**src/rtl/tomasulo_pkg.sv**
```systemverilog
// Shared Tomasulo datapath constants and the reorder-buffer entry layout.
package tomasulo_pkg;

  localparam int DATA_W = 16;
  localparam int REG_W  = 3;
  localparam int TAG_W  = 4;

  localparam logic [TAG_W-1:0]  TAG_NONE  = 4'd0;
  localparam logic [DATA_W-1:0] SEM_VALOR = 16'hFFF0;

  typedef struct packed {
    logic              busy;
    logic              ready;
    logic [REG_W-1:0]  rd;
    logic [DATA_W-1:0] value;
  } rob_entry_t;

  // Entry i is published as tag i+1 so that tag 0 can mean "no producer".
  function automatic logic [TAG_W-1:0] idx_to_tag(input logic [TAG_W-1:0] idx);
    return idx + 4'd1;
  endfunction

endpackage

```
**src/rtl/reorder_buffer_if.sv**
```systemverilog
// Dispatch, CDB and commit signals of the reorder buffer; lookup ports under ROB_LOOKUP_EN.
interface reorder_buffer_if;
  import tomasulo_pkg::*;

  logic              Alloc_req;
  logic [REG_W-1:0]  Alloc_rd;
  logic [TAG_W-1:0]  Alloc_tag;
  logic              Full;
  logic              Empty;
  logic [TAG_W-1:0]  Count;
  logic              Cdb_valid;
  logic [TAG_W-1:0]  Cdb_tag;
  logic [DATA_W-1:0] Cdb_data;
  logic              Commit_valid;
  logic [TAG_W-1:0]  Commit_tag;
  logic [REG_W-1:0]  Commit_rd;
  logic [DATA_W-1:0] Commit_data;
`ifdef ROB_LOOKUP_EN
  logic [TAG_W-1:0]  Look_tag_j;
  logic [TAG_W-1:0]  Look_tag_k;
  logic              Look_ready_j;
  logic              Look_ready_k;
  logic [DATA_W-1:0] Look_data_j;
  logic [DATA_W-1:0] Look_data_k;
`endif

  modport master (
    output Alloc_req, Alloc_rd, Cdb_valid, Cdb_tag, Cdb_data,
`ifdef ROB_LOOKUP_EN
    output Look_tag_j, Look_tag_k,
    input  Look_ready_j, Look_ready_k, Look_data_j, Look_data_k,
`endif
    input  Alloc_tag, Full, Empty, Count,
    input  Commit_valid, Commit_tag, Commit_rd, Commit_data
  );

  modport slave (
    input  Alloc_req, Alloc_rd, Cdb_valid, Cdb_tag, Cdb_data,
`ifdef ROB_LOOKUP_EN
    input  Look_tag_j, Look_tag_k,
    output Look_ready_j, Look_ready_k, Look_data_j, Look_data_k,
`endif
    output Alloc_tag, Full, Empty, Count,
    output Commit_valid, Commit_tag, Commit_rd, Commit_data
  );

endinterface

```
**src/rtl/reorder_buffer_ptr.sv**
```systemverilog
// rob_ptr: modulo-DEPTH pointer used for the reorder buffer head and tail.
module rob_ptr #(
  parameter int DEPTH = 4,
  parameter int PTR_W = 4
) (
  input  logic             Clock,
  input  logic             Reset,
  input  logic             inc,
  output logic [PTR_W-1:0] ptr
);

  localparam logic [PTR_W-1:0] LAST_C = PTR_W'(DEPTH - 1);

  // Advance and wrap from DEPTH-1 back to entry 0.
  always_ff @(posedge Clock) begin
    if (Reset) begin
      ptr <= {PTR_W{1'b0}};
    end else if (inc) begin
      ptr <= (ptr == LAST_C) ? {PTR_W{1'b0}} : ptr + PTR_W'(1);
    end else begin
      ptr <= ptr;
    end
  end

endmodule

```
**src/rtl/reorder_buffer.sv**
```systemverilog
// In-order commit reorder buffer: allocates tags, captures CDB results, retires in program order.
// Optional combinational operand lookup ports are enabled with `define ROB_LOOKUP_EN.
module reorder_buffer
  import tomasulo_pkg::*;
#(
  parameter int DEPTH = 4
) (
  input logic             Clock,
  input logic             Reset,
  reorder_buffer_if.slave bus
);

  localparam int               IDX_W   = (DEPTH > 1) ? $clog2(DEPTH) : 1;
  localparam logic [TAG_W-1:0] DEPTH_C = TAG_W'(DEPTH);

  rob_entry_t        entries_r [DEPTH];
  logic [TAG_W-1:0]  count_r;
  logic [TAG_W-1:0]  head_s;
  logic [TAG_W-1:0]  tail_s;
  rob_entry_t        head_entry_s;
  logic              full_s;
  logic              alloc_s;
  logic              commit_s;
  logic              commit_valid_r;
  logic [TAG_W-1:0]  commit_tag_r;
  logic [REG_W-1:0]  commit_rd_r;
  logic [DATA_W-1:0] commit_data_r;

  assign full_s       = (count_r == DEPTH_C);
  assign head_entry_s = entries_r[head_s[IDX_W-1:0]];
  assign alloc_s      = bus.Alloc_req && !full_s;
  // Ready must already be set before this edge, so a same-edge CDB hit never commits.
  assign commit_s     = head_entry_s.busy && head_entry_s.ready;

  rob_ptr #(.DEPTH(DEPTH), .PTR_W(TAG_W)) u_head (
    .Clock(Clock), .Reset(Reset), .inc(commit_s), .ptr(head_s)
  );

  rob_ptr #(.DEPTH(DEPTH), .PTR_W(TAG_W)) u_tail (
    .Clock(Clock), .Reset(Reset), .inc(alloc_s), .ptr(tail_s)
  );

  // Per-entry allocate / capture / retire; the three never target the same entry on one edge.
  always_ff @(posedge Clock) begin
    for (int i = 0; i < DEPTH; i++) begin
      if (Reset) begin
        entries_r[i] <= '0;
      end else if (alloc_s && tail_s == TAG_W'(i)) begin
        entries_r[i].busy  <= 1'b1;
        entries_r[i].ready <= 1'b0;
        entries_r[i].rd    <= bus.Alloc_rd;
        entries_r[i].value <= {DATA_W{1'b0}};
      end else if (bus.Cdb_valid && bus.Cdb_tag == idx_to_tag(TAG_W'(i))
                   && entries_r[i].busy && !entries_r[i].ready) begin
        entries_r[i].ready <= 1'b1;
        entries_r[i].value <= bus.Cdb_data;
      end else if (commit_s && head_s == TAG_W'(i)) begin
        entries_r[i].busy  <= 1'b0;
        entries_r[i].ready <= 1'b0;
      end else begin
        entries_r[i] <= entries_r[i];
      end
    end
  end

  // Occupancy counter; Full/Empty derive from it rather than from the pointers.
  always_ff @(posedge Clock) begin
    if (Reset) begin
      count_r <= {TAG_W{1'b0}};
    end else begin
      count_r <= count_r + TAG_W'(alloc_s) - TAG_W'(commit_s);
    end
  end

  // Registered commit port; payload holds its last value between pulses.
  always_ff @(posedge Clock) begin
    if (Reset) begin
      commit_valid_r <= 1'b0;
      commit_tag_r   <= TAG_NONE;
      commit_rd_r    <= {REG_W{1'b0}};
      commit_data_r  <= {DATA_W{1'b0}};
    end else if (commit_s) begin
      commit_valid_r <= 1'b1;
      commit_tag_r   <= idx_to_tag(head_s);
      commit_rd_r    <= head_entry_s.rd;
      commit_data_r  <= head_entry_s.value;
    end else begin
      commit_valid_r <= 1'b0;
    end
  end

  assign bus.Alloc_tag    = idx_to_tag(tail_s);
  assign bus.Full         = full_s;
  assign bus.Empty        = (count_r == {TAG_W{1'b0}});
  assign bus.Count        = count_r;
  assign bus.Commit_valid = commit_valid_r;
  assign bus.Commit_tag   = commit_tag_r;
  assign bus.Commit_rd    = commit_rd_r;
  assign bus.Commit_data  = commit_data_r;

`ifdef ROB_LOOKUP_EN
  // Forward completed-but-uncommitted values to dispatch operand reads.
  always_comb begin
    bus.Look_ready_j = 1'b0;
    bus.Look_ready_k = 1'b0;
    bus.Look_data_j  = SEM_VALOR;
    bus.Look_data_k  = SEM_VALOR;
    for (int i = 0; i < DEPTH; i++) begin
      bus.Look_ready_j = bus.Look_ready_j | (bus.Look_tag_j == idx_to_tag(TAG_W'(i))
                         && entries_r[i].busy && entries_r[i].ready);
      bus.Look_data_j  = (bus.Look_tag_j == idx_to_tag(TAG_W'(i)) && entries_r[i].busy
                         && entries_r[i].ready) ? entries_r[i].value : bus.Look_data_j;
      bus.Look_ready_k = bus.Look_ready_k | (bus.Look_tag_k == idx_to_tag(TAG_W'(i))
                         && entries_r[i].busy && entries_r[i].ready);
      bus.Look_data_k  = (bus.Look_tag_k == idx_to_tag(TAG_W'(i)) && entries_r[i].busy
                         && entries_r[i].ready) ? entries_r[i].value : bus.Look_data_k;
    end
  end
`endif

endmodule

```
**src/flat_wrapper.sv**
```systemverilog
// flat-port wrapper written by rule: the top's interface ports become plain ports
module reorder_buffer_flat import tomasulo_pkg::*;
#(
  parameter int DEPTH = 4
)
  (Clock, Reset, bus_Alloc_req, bus_Alloc_rd, bus_Cdb_valid, bus_Cdb_tag, bus_Cdb_data, bus_Alloc_tag, bus_Full, bus_Empty, bus_Count, bus_Commit_valid, bus_Commit_tag, bus_Commit_rd, bus_Commit_data);
  reorder_buffer_if bus_i ();
  input logic Clock;
  input logic Reset;
  input wire logic [$bits(bus_i.Alloc_req)-1:0] bus_Alloc_req;
  input wire logic [$bits(bus_i.Alloc_rd)-1:0] bus_Alloc_rd;
  input wire logic [$bits(bus_i.Cdb_valid)-1:0] bus_Cdb_valid;
  input wire logic [$bits(bus_i.Cdb_tag)-1:0] bus_Cdb_tag;
  input wire logic [$bits(bus_i.Cdb_data)-1:0] bus_Cdb_data;
  output wire logic [$bits(bus_i.Alloc_tag)-1:0] bus_Alloc_tag;
  output wire logic [$bits(bus_i.Full)-1:0] bus_Full;
  output wire logic [$bits(bus_i.Empty)-1:0] bus_Empty;
  output wire logic [$bits(bus_i.Count)-1:0] bus_Count;
  output wire logic [$bits(bus_i.Commit_valid)-1:0] bus_Commit_valid;
  output wire logic [$bits(bus_i.Commit_tag)-1:0] bus_Commit_tag;
  output wire logic [$bits(bus_i.Commit_rd)-1:0] bus_Commit_rd;
  output wire logic [$bits(bus_i.Commit_data)-1:0] bus_Commit_data;
  assign bus_i.Alloc_req = bus_Alloc_req;
  assign bus_i.Alloc_rd = bus_Alloc_rd;
  assign bus_i.Cdb_valid = bus_Cdb_valid;
  assign bus_i.Cdb_tag = bus_Cdb_tag;
  assign bus_i.Cdb_data = bus_Cdb_data;
  assign bus_Alloc_tag = bus_i.Alloc_tag;
  assign bus_Full = bus_i.Full;
  assign bus_Empty = bus_i.Empty;
  assign bus_Count = bus_i.Count;
  assign bus_Commit_valid = bus_i.Commit_valid;
  assign bus_Commit_tag = bus_i.Commit_tag;
  assign bus_Commit_rd = bus_i.Commit_rd;
  assign bus_Commit_data = bus_i.Commit_data;
  reorder_buffer #(.DEPTH(DEPTH)) u_core (.Clock(Clock), .Reset(Reset), .bus(bus_i));
endmodule
```
**config.mk**
```make
export PLATFORM = sky130hd
export DESIGN_NAME = reorder_buffer_flat
export DESIGN_NICKNAME = d
export VERILOG_FILES = /design/src/rtl/tomasulo_pkg.sv /design/src/rtl/reorder_buffer_if.sv /design/src/rtl/reorder_buffer_ptr.sv /design/src/rtl/reorder_buffer.sv /design/src/flat_wrapper.sv
export SDC_FILE = /design/constraint.sdc
export NUM_CORES = 1
export LEC_CHECK = 0
export CAP_MARGIN = 30
export CORE_MARGIN = 2
export CORE_UTILIZATION = 60
export DETAILED_ROUTE_END_ITERATION = 12
export DONT_BUFFER_PORTS = 1
export PLACE_DENSITY_LB_ADDON = 0.3
export SYNTH_ARGS = -nofsm -noshare
export SYNTH_HDL_FRONTEND = slang
export SYNTH_SLANG_ARGS = --single-unit
```
**constraint.sdc**
```tcl
create_clock -name Clock -period 5.1 [get_ports Clock]
set_input_delay 1.275 -clock Clock [delete_from_list [all_inputs] [get_ports Clock]]
set_output_delay 1.275 -clock Clock [all_outputs]
set_load 0.05 [all_outputs]
```
== Yosys cells after proc, flatten, opt, wreduce, memory -nomap -nowiden ==
Memory sizes are Yosys's and may differ from the RTL's. A register that Yosys moved wholly into a read port is not among the register bits.
Index checks and enable logic that the tools add are counted.

* $add $sub $neg: 4
* Equal/unequal tests: 11
* Mux-type cells: 123
* Bitwise operators: 48
* Reduce and logical (&&, ||, !) cells: 30

{| class="wikitable"
|+ Operators with widths
! kind !! number
|-
| two-way mux 16 bit || 12
|-
| two-way mux 1 bit || 99
|-
| OR 1 bit || 48
|-
| == test 4 x 2 -> 1 bit, second input constant || 6
|-
| two-way mux 3 bit || 8
|-
| logical AND 1 bit || 22
|-
| == test 4 x 1 -> 1 bit, second input constant || 3
|-
| logical NOT 4 bit || 3
|-
| adder 4 x 1 -> 4 bit, second input constant || 2
|-
| == test 4 x 3 -> 1 bit, second input constant || 2
|-
| two-way mux 4 bit || 2
|-
| logical NOT 1 bit || 5
|-
| adder 4 x 1 -> 4 bit || 1
|-
| two-way mux 2 bit || 2
|-
| subtractor 4 x 1 -> 4 bit || 1
|}

* Flip-flop bits (word level): 36
* Memory bits (writable): 84
* Word-level logic and storage cells: 224
* Memories kept: 1

{| class="wikitable"
|+ Memories
! memory !! depth !! bits a word !! read ports !! clocked after memory_dff !! write ports !! RTL line !! RTL
|-
| u_core.entries_r || 4 || 21 || 5 || 1 || 4 || reorder_buffer.sv:16 || <nowiki>rob_entry_t entries_r [DEPTH];</nowiki>
|}

== Depth between registers and ports, before layout ==
* Depth after elaboration: 11
* Depth in mapped cells: 11
* Depth with buffers taken out: 10

== Modules after synthesis ==
From an unflattened synthesis, not the netlist that was laid out.

* Cell total of the unflattened synthesis: 417
* Area, all modules: 5474.0 um2

{| class="wikitable"
|+ By module, submodules not included
! module !! times used !! cells each !! area an instance (um2)
|-
| reorder_buffer || 1 || 383 || 5091.1
|-
| rob_ptr || 2 || 17 || 191.4
|}

== Worst setup path after synthesis ==
No wires, ideal clock.

* Path type: flip-flop to output port
* Start point: register u_core.count_r[2], in the netlist u_core.bus.Count[2]
* End point: output port bus_Full
* Arrival time: 1.636 ns
* Data required time: 3.825 ns
* Slack: 2.189 ns
* Stages on the path, launching flop included: 5
* Cells stage by stage: dfxtp_1 > ha_1 > or3b_1 > buf_2 > inv_1

* Longest elaborated chain between the ends: 1

{| class="wikitable"
|+ RTL lines
! item !! RTL line !! RTL
|-
| start, declared || reorder_buffer.sv:17 || <nowiki>logic [TAG_W-1:0] count_r;</nowiki>
|-
| start signal, assigned || reorder_buffer.sv:69 || <nowiki>count_r <= {TAG_W{1'b0}};</nowiki>
|-
| start signal, assigned || reorder_buffer.sv:71 || <nowiki>count_r <= count_r + TAG_W'(alloc_s) - TAG_W'(commit_s);</nowiki>
|-
| == test 4 x 3 -> 1 bit || reorder_buffer.sv:29 || <nowiki>assign full_s = (count_r == DEPTH_C);</nowiki>
|-
| end, declared || flat_wrapper.sv:16 || <nowiki>output wire logic [$bits(bus_i.Full)-1:0] bus_Full;</nowiki>
|}

Every way passes these cells.

== Worst setup path after layout ==
Ends and elaborated chain as after synthesis.

==> flow_summary.ini <==
[critical_path]
r2r_end = u_core.entries_r[0][19]
cp.arrival_ns = 2.28
reg2reg_slack_ns = 2.07
rr_startpoint = u_core.bus.Count[2]
crit_required_ns = 3.83
worstSetupEndpointType = output pin
critPathKind = reg -> out
crit_path_start_kind = register
cp_max_fo = 8
rr_worst_depth = 5

[yosys]
yosysSeqAreaShare_pct = 60.1
synth_cells = 435
synth.avg_cell_area_um2 = 12.6
synth_cell_types = 45
synth-edff-count = 84
netlist_area_mm2 = 0.00546
syn_nets = 477
synth_top_flop_cell = edfxtp_1
async_reset_ff_share_pct = 0
ys_seq_elements = 122
synth_warnings = 0

[floorplan]
start_util_pct = 62.3
die_w_um = 99.4
rows = 34
die_area_mm2 = 0.00988
core_area_mm2 = 0.00876
num_io_pins = 61
chipHeight_um = 99.4

[clocking]
cts_max_level = 4
post-cts-setup-buffers = 0
cts_tree = done
cts_num_sinks = 122
clk_path_buf_depth = 2
clkTransAtPathRegs_ns = 0.06
numCtsBuffers = 17
clock-root-buffer = clkbuf_8
cts.hold.buffers_added = 0
clk_latency_ns = 0.52
cts_resized = 0

[sta]
clock.fmax_mhz = 281
setup_viol = 0
hold_viol = 0
final_max_slew_viol_count = 0
fin_setup_tns_ns = 0
worst_slack_ns = 1.55
whs_ns = 0.531
tightest_slew_ns = 0.990
grt_setup_unrepaired = no
max_slew_margin_pct = 33.8
post-route-min-period_ns = 3.55
fin_skew_ns = 0.00464
period_share_pct = 69.7

[min_path]
hold_end = u_core.u_tail.ptr[1]
holdCritStartpoint = u_core.u_tail.ptr[1]
hold_class = reg -> reg
whs_path_depth = 2

[pwr]
total_power_w = 0.00281
power.leakage_nw = 2.29
ir_worst_vdd_uv = 242
powerDensity_mw_per_mm2 = 462

[final_layout]
fin_nets = 479
areaGrowthSynthToFinish_pct = 11.5
drive_above_1_share_pct = 14.7
antenna_cells = 0
instances_no_fill = 558

[place]
numPortBuffers = 0
place_inst = 526
dpl_worst_slack_ns = 2.05
dpl.hpwl_mm = 7.07
place.gp.congestion = 0.830

[detailed_routing]
drtIter0Drc = 219
vias = 3323
dr.pass1.iters = 4
drc_errors = 0
routed_wl_mm = 10.9
ant_nets = 0
viasPerCell = 5.96
wl_per_cell_um = 19.6

[global_routing]
grt_pass1_wl_mm = 17.5
grt_max_degree = 44
grt_pass1_vias = 3440
antenna_found_initial = 0
grt.overflow.total = 0
track_usage_pct = 23.8

[job]
drv_cap = 0

[status]
outcome = finished, final reports clean
-- cells by family (layout without fill, tap and decap cells) --
group                      after synthesis  after routing  synth area share, %
AOI/OAI and AO/OA                       48             48                 5.43
buffers and inverters                   41             56                 3.23
and+or+nand+nor                        182            182                 18.3
xor gates and xnor gates                 7              7                 1.12
muxes                                   20             20                 8.25
adders and majority gates               15             15                 3.57
DFF                                    122            122                 60.1
-- metal layers --
metal  routed length (um)  GRT usage (%)
met5                    0              0
met3                  881           8.36
met1                 4690           32.0
met4                  243           9.59
met2                 5120           35.9
-- state kept, by name, indices dropped and copies added, names as in the netlist, named ones only --
register                 count
u_core.u_tail.ptr            4
u_core.bus.Commit_valid      1
u_core.bus.Commit_rd         3
u_core.bus.Count             4
u_core.bus.Commit_tag        4
u_core.u_head.ptr            4
u_core.bus.Commit_data      16
u_core.entries_r            84
-- cells in the final DEF, fill, tap and decap left out, types with 2 or more instances in the layout --
| cell | synthesis | final |
|---|---|---|
| and3_1 | 11 | 11 |
| inv_1 | 18 | 18 |
| dfxtp_1 | 38 | 38 |
| nor2_1 | 11 | 11 |
| nor2_2 | 2 | 2 |
| nor4bb_1 | 2 | 2 |
| a31o_2 | 2 | 2 |
| ha_1 | 14 | 14 |
| xor2_1 | 3 | 3 |
| clkinv_2 | 0 | 4 |
| nor3_1 | 2 | 2 |
| xnor2_1 | 4 | 4 |
| clkinv_4 | 0 | 3 |
| a211oi_1 | 3 | 3 |
| mux4_2 | 20 | 20 |
| nor2b_1 | 4 | 4 |
| o21ai_0 | 4 | 4 |
| nand2_1 | 58 | 58 |
| buf_4 | 2 | 4 |
| a41o_1 | 4 | 4 |
| nand3_1 | 11 | 11 |
| clkbuf_16 | 0 | 16 |
| inv_6 | 0 | 3 |
| a21oi_1 | 31 | 31 |
| and2_1 | 67 | 67 |
| bufinv_16 | 0 | 2 |
| edfxtp_1 | 84 | 84 |
| clkinvlp_4 | 0 | 2 |
| nand2b_1 | 3 | 3 |
-- stage by stage --
step / util [%] / instance area [um2]
floorplan: - / 5460
global placement: 62.9 / 5520
detailed placement: 63.0 / 5520
CTS: 69.5 / 6090
global route: 69.5 / 6090
finish: 69.5 / 6090
-- worst max-delay path by stage --
stage	start	endpoint	slack [ns]	cells past startpoint
detailed placement	u_core.bus.Count[2]	u_core.entries_r[0][19]	2.05	5
global route	u_core.bus.Count[2]	bus_Full	1.47	3
floorplan	u_core.bus.Count[2]	bus_Full	2.19	4
finish	u_core.bus.Count[2]	bus_Full	1.55	3
global placement	u_core.bus.Count[2]	u_core.entries_r[0][19]	2.08	5
CTS	u_core.bus.Count[2]	bus_Full	1.53	3
-- final cells by class --
class / instances / area [um2]
clock buffer: 18 / 418
sequential: 122 / 3280
tap: 108 / 135
fill: 596 / 2670
multi-input combinational: 272 / 2000
inverter: 20 / 75.1
clock inverter: 14 / 148
timing repair buffer: 4 / 30.0
-- cell usage after synthesis (all sizes together), types with 2 or more instances --
cell / number / share of area (%)
xnor2: 4 / 0.64
and2: 67 / 7.7
o21ai: 4 / 0.37
or3b: 2 / 0.32
nand2b: 3 / 0.34
nand3: 11 / 1.0
nand2: 58 / 4.0
and3: 12 / 1.5
nor3: 2 / 0.18
xor2: 3 / 0.48
a41o: 4 / 0.73
nor2b: 4 / 0.46
a211oi: 3 / 0.41
nor2: 14 / 1.4
dfxtp: 38 / 14
a21oi: 33 / 3.3
nor4bb: 2 / 0.37
a31o: 2 / 0.32
clkbuf: 8 / 0.55
edfxtp: 84 / 46
inv: 19 / 1.3
mux4: 20 / 8.2
buf: 13 / 1.3
ha: 14 / 3.2
-- where the power goes --
| group | switching [W] | total (W) | internal [W] |
|---|---|---|---|
| logic | 0.000243 | 0.000383 | 0.000140 |
| registers | 0.000129 | 0.00129 | 0.00116 |
| clock network | 0.000443 | 0.00114 | 0.000697 |
| total | 0.000815 | 0.00281 | 0.00200 |
-- worst max-delay path: stages (launching register included) --
cell     delay, ns
dfxtp_1       0.65
ha_1          0.22
or3b_1        0.50
inv_1         0.38
Power figures use the tool's default switching activity.
